### src/rtl/rv32i_types.sv
// Shared fetch/decode types: WAY-lane fetch bundle and queue status encodings.
package rv32i_types;

   localparam int unsigned WAY          = 2;
   localparam int unsigned HISTORY_BITS = 10;

   // Queue status as seen by id_stage
   localparam logic [1:0] IQ_NORMAL = 2'b00;
   localparam logic [1:0] IQ_EMPTY  = 2'b01;
   localparam logic [1:0] IQ_FULL   = 2'b10;

   typedef struct packed {
      logic [WAY-1:0][31:0]           inst;
      logic [WAY-1:0][31:0]           pc;
      logic [WAY-1:0][31:0]           pc_next;
      logic [WAY-1:0]                 br_pred_valid;
      logic [WAY-1:0]                 br_pred_taken;
      logic [WAY-1:0][31:0]           br_pred_target;
      logic [WAY-1:0][HISTORY_BITS-1:0] br_pred_index;
   } iq_bundle_t;

endpackage

### src/rtl/inst_queue.sv
// Fetch-to-decode instruction queue: circular FIFO of WAY-wide fetch bundles,
// head bundle presented combinationally to id_stage, emptied on flush.
module inst_queue
   import rv32i_types::*;
#(
   parameter int unsigned DEPTH = 16
) (
   input  logic                                 clk,
   input  logic                                 rst,
   input  logic                                 flush,
   input  logic                                 enq,
   input  iq_bundle_t                           enq_data,
   output logic                                 enq_ready,
   input  logic                                 iq_pop,
   output logic                                 iq_resp,
   output logic [1:0]                           iq_status,
   output logic [WAY-1:0][31:0]                 iq_rdata,
   output logic [WAY-1:0][31:0]                 pc,
   output logic [WAY-1:0][31:0]                 pc_next,
   output logic [WAY-1:0]                       br_pred_valid,
   output logic [WAY-1:0]                       br_pred_taken,
   output logic [WAY-1:0][31:0]                 br_pred_target,
   output logic [WAY-1:0][HISTORY_BITS-1:0]     br_pred_index
);

   localparam int unsigned PTR_W = $clog2(DEPTH);
   localparam logic [PTR_W:0] DEPTH_C = DEPTH[PTR_W:0];

   iq_bundle_t       mem [DEPTH];
   logic [PTR_W-1:0] head;
   logic [PTR_W-1:0] tail;
   logic [PTR_W:0]   count;
   logic             full;
   logic             empty;
   logic             do_enq;
   logic             do_deq;
   iq_bundle_t       head_b;

   assign full   = (count == DEPTH_C);
   assign empty  = (count == '0);
   assign do_enq = enq && !full && !flush && !rst;
   assign do_deq = iq_pop && !empty && !flush && !rst;

   assign enq_ready = !full;
   assign iq_resp   = do_deq;

   // Bundle storage; written at tail on accepted enqueue, never reset
   always_ff @(posedge clk) begin
      if (do_enq) begin
         mem[tail] <= enq_data;
      end
   end

   // Pointer and occupancy update; reset and flush both empty the queue
   always_ff @(posedge clk) begin
      if (rst || flush) begin
         head  <= '0;
         tail  <= '0;
         count <= '0;
      end else begin
         if (do_enq) tail <= tail + 1'b1;
         if (do_deq) head <= head + 1'b1;
         case ({do_enq, do_deq})
            2'b10:   count <= count + 1'b1;
            2'b01:   count <= count - 1'b1;
            default: count <= count;
         endcase
      end
   end

   // Head bundle selection, zeroed while empty
   always_comb begin
      head_b = '0;
      if (!empty) begin
         head_b = mem[head];
      end
   end

   // Status derived from registered occupancy only
   always_comb begin
      iq_status = IQ_NORMAL;
      if (empty) begin
         iq_status = IQ_EMPTY;
      end else if (full) begin
         iq_status = IQ_FULL;
      end
   end

   assign iq_rdata       = head_b.inst;
   assign pc             = head_b.pc;
   assign pc_next        = head_b.pc_next;
   assign br_pred_valid  = head_b.br_pred_valid;
   assign br_pred_taken  = head_b.br_pred_taken;
   assign br_pred_target = head_b.br_pred_target;
   assign br_pred_index  = head_b.br_pred_index;

endmodule

### config.mk
export PLATFORM = sky130hd
export DESIGN_NAME = inst_queue
export DESIGN_NICKNAME = d
export VERILOG_FILES = /design/src/rtl/rv32i_types.sv /design/src/rtl/inst_queue.sv
export SDC_FILE = /design/constraint.sdc
export NUM_CORES = 2
export LEC_CHECK = 0
export ABC_AREA = 1
export CORE_MARGIN = 5
export CORE_UTILIZATION = 55
export CTS_CLUSTER_DIAMETER = 200
export DETAILED_ROUTE_END_ITERATION = 8
export GPL_ROUTABILITY_DRIVEN = 0
export PLACE_DENSITY = 0.8
export REMOVE_ABC_BUFFERS = 1
export SYNTH_ARGS = -nofsm -noshare
export SYNTH_HDL_FRONTEND = slang
export SYNTH_MEMORY_MAX_BITS = 65536
export SYNTH_SLANG_ARGS = --single-unit
### constraint.sdc
create_clock -name clk -period 34.7 [get_ports clk]
set_input_delay 5.205 -clock clk [delete_from_list [all_inputs] [get_ports clk]]
set_output_delay 5.205 -clock clk [all_outputs]
set_load 0.01 [all_outputs]
==> After elaboration in Yosys (flattened, before gate mapping) <==
Memories as Yosys holds them, arrays and structs flattened. A register that Yosys moved wholly into a read port is not among the register bits.
Index checks and enable logic that the tools add are counted.
{ "word_totals": {"elab_cells": 32, "in_bits": 285, "regBits": 13, "output_inout_bits": 284, "mem_count": 1, "mem_bits_rw": 4480} }
{ "memory_table": {"columns": ["memory", "words", "word_bits", "read_ports", "rd_ports_with_merged_regs", "wr", "line", "text"], "rows": [
  ["mem", 16, 280, 1, 1, 1, "inst_queue.sv:29", "iq_bundle_t mem [DEPTH];"]
]} }
{ "op_classes": {"n_eq_ne": 3, "muxes": 8, "reduce_logical": 13, "add_sub_neg": 4} }
{ "op_table": {"columns": ["op", "n"], "rows": [
  ["2-to-1 mux 280 bit", 1],
  ["one-hot mux 5 bit (2 select lines)", 1],
  ["adder 4 x 1 -> 4 bit (second input constant)", 2],
  ["2-to-1 mux 4 bit", 2],
  ["logical AND 1 bit", 6],
  ["adder 5 x 1 -> 5 bit (second input constant)", 1],
  ["equality test 5 bit (second input constant)", 1],
  ["zero test 5 bit", 1],
  ["subtractor 5 x 1 -> 5 bit (second input constant)", 1],
  ["zero test 1 bit", 4],
  ["2-to-1 mux 2 bit", 2],
  ["equality test 2 x 1 -> 1 bit (second input constant)", 1],
  ["equality test 2 bit (second input constant)", 1],
  ["2-to-1 mux 1 bit", 2],
  ["nonzero test 2 bit", 1],
  ["logical OR 1 bit", 1]
]} }

==> Logic depth before layout (Yosys ltp) <==
{ "logic_depth": {"word_depth": 7, "mapped_depth": 16, "mapped_depth_nobuf": 16} }

==> Least setup slack after synthesis <==
No wires, ideal clock.
{ "synth_path": {"path_type": "input -> register", "start": "in rst", "end": "mem mem[15][0] in the netlist's numbering (enable)", "required_time_ns": 33.774, "path_buffers": 1, "t_arrival_ns": 17.551, "stages": 8, "setup_ns": 0.926, "path_slack_ns": 16.223, "cell_sequence": "inv_1 -> nand2_1 -> buf_2 -> nor2_1 -> nand2_1 -> inv_1 -> nand2_1 -> nor2_1"} }
{ "synth_between": {"elab_chain_cells": 4} }
{ "synth_rtl": {"columns": ["item", "line", "text"], "rows": [
  ["from (decl)", "inst_queue.sv:9", "input logic rst,"],
  ["zero test 1 bit", "inst_queue.sv:41", "assign do_enq = enq && !full && !flush && !rst;"],
  ["logical AND 1 bit", "inst_queue.sv:41", null],
  ["2-to-1 mux 1 bit", "inst_queue.sv:49", "if (do_enq) begin"],
  ["2-to-1 mux 1 bit (implied by the code)", "inst_queue.sv:50", "mem[tail] <= enq_data;"],
  ["to (decl)", "inst_queue.sv:29", null]
]} }
Every way passes these cells.

==> reports/metrics.csv <==
metric;value;unit
status;complete, no violations;
finalSetupTns;0;ns
ff_latch_area;134900;um^2
core_area;314500;um^2
htreeDepth;5;
final_antenna_net_count;0;
min_period;14.41;ns
grt_pass1_wl;667.0;mm
synthCells;12036;
tightest_slew;1.434;ns
crit_type;flip-flop to output port;
min_from;head[2];
syn_to_final_growth;12.70;%
antenna_found_initial;87;
drt_iter0_drc;17956;
via_per_inst;6.576;
ys.flop_type;edfxtp_1;
syn_area_per_cell;14.40;um^2
fin_nets;12536;
finalCoreUtilization;62.12;%
end_kind;output port;
critPathArrivalTime;9.21;ns
holdBufCountCts;0;
clk_latency;0.96;ns
max_freq;69.39;MHz
synth_cell_types;25;
die_w;571.4;um
cts_setup_buffers;0;
clock-skew-final;0.06802;ns
drc;0;
async_flop_share;0;%
synth-edff-count;4480;
reg2reg_from;count[1];
yosys_warnings;0;
cap_violations;0;
die_area;326500;um^2
grt_pass1_vias;107964;
clkSinkCount;4497;
path_clk_slew;0.06;ns
power_leakage;60.39;nW
numCtsBuffers;424;
ctsResizeCount;0;
multi_input_area;34280;um^2
crit_path_start_kind;flip-flop;
dp_hpwl;213.9;mm
port_buffers;568;
ys_seq_elements;4497;
rsz0062_at_grt;false;
slew_viol_final;0;
routed_wirelength;452.2;mm
peakVddDrop;0.05951;mV
cts_buffer_depth;4;
start_util;55.12;%
num_vias;110547;
path_max_fanout;129;
min_period_over_period;41.53;%
setup_viol_count_final;0;
wl_per_cell;26.90;um
cp.required;29.49;ns
die_y;571.4;um
synth_area;173300;um^2
synth_seq_area_share;77.81;%
io_pins;569;
grt_use_total;26.81;%
powerDensity;54.76;nW/um^2
grt_max_degree;284;
drt_first_pass_iters;6;
nFillCells;21381;
hold_violations;0;
cts_tree;built;
cts-root-buf;clkbuf_16;
hp-class;flip-flop to flip-flop;
overflow;0;
drive_above_1_share;6.048;%
max_slew_margin;4.398;%
rows;206;
==> power by group <==
group	internal, mW	switching (mW)	leakage [nW]	total, mW
clock network	2.43	2.00	6.43	4.43
logic	0.0841	0.190	13.5	0.274
registers	5.99	0.00386	40.4	5.99
==> placed cells by master, fill, tap and decap left out, types with 29 or more instances in the layout <==
master	instances
edfxtp_1	4480
nor2_1	2250
o21ai_0	2104
o221ai_1	902
clkdlybuf4s50_1	568
clkbuf_16	424
nand3_1	353
a21oi_1	290
o211ai_1	219
o22ai_1	218
buf_4	150
o21ai_1	141
clkinv_1	119
clkbuf_1	88
diode_2	69
clkinv_2	67
inv_1	29
nand2_1	29
==> per-layer routing <==
layer | vias to the layer above | wire [um] | global-route usage, %
met5 | - | 268 | 0
met4 | 42 | 17980 | 11.32
met3 | 1088 | 52680 | 5.558
met2 | 7463 | 215300 | 42.58
met1 | 54809 | 166000 | 36.49
li1 | 47145 | - | -
==> final timing paths <==
check / endpoint / slack (ns) / cells after the start
max reg2reg: mem[7][29] / 29.44 / 10
min reg2reg: head[2] / 0.51 / 2
min: head[2] / 0.51 / 2
max: pc[30] / 20.29 / 11
==> synth_stat cells (29+ instances only) <==
cell type	n	area (um^2)
o21ai_1	141	705.7
edfxtp_1	4480	134500
a21oi_1	290	1451
nand3_1	353	1767
o211ai_1	219	1644
clkbuf_1	634	2380
buf_4	48	360.4
nor2_1	2266	8506
nand2_1	29	108.9
inv_1	31	116.4
buf_2	229	1146
o22ai_1	218	1364
o21ai_0	2104	10530
o221ai_1	902	7900
==> through the flow <==
step	std cells	instance area (um^2)	power (mW)	hold slack (ns)	setup slack (ns)
4_1_cts	16742	195200	10.72	0.5090	20.65
2_1_floorplan	11072	169200	6.234	0.4698	-60.56
5_1_grt	16777	195300	10.99	0.5348	19.87
6_report	16811	195300	10.70	0.5088	20.29
3_5_place_dp	15977	181900	6.374	0.5000	21.68
3_3_place_gp	15977	181900	6.366	0.4824	21.95
==> registers in the layout (all words and copies together) (netlist names), named ones only <==
name,flops
head,4
tail,4
count,5
mem,4480
==> cell families after synthesis <==
family | after synthesis | share of synthesized area (%)
compound gates | 3875 | 13.62
xor+xnor | 5 | 0.02527
fa+ha+maj | 8 | 0.05775
buf+inv | 998 | 2.476
flops | 4497 | 77.81
simple gates | 2653 | 6.008
==> cell type report <==
type / instances / share of cell area [%]
antenna: 69 / 0.08839
timing repair buffer: 745 / 3.764
sequential: 4497 / 69.05
tap: 4160 / 2.665
clock buffer: 512 / 5.601
clock inverter: 253 / 1.191
inverter: 34 / 0.08903
multi-input combinational: 6541 / 17.55
==> worst max-delay path: stages, from the launching register on <==
cell	delay, ns
dfxtp_4	0.76
buf_4	0.82
buf_4	0.83
buf_4	0.82
buf_4	0.78
buf_4	0.85
buf_4	1.06
o21ai_0	0.29
o221ai_1	0.25
nand3_1	0.14
a21oi_1	0.54
clkdlybuf4s50_1	0.65
Power figures use the tool's default switching activity.
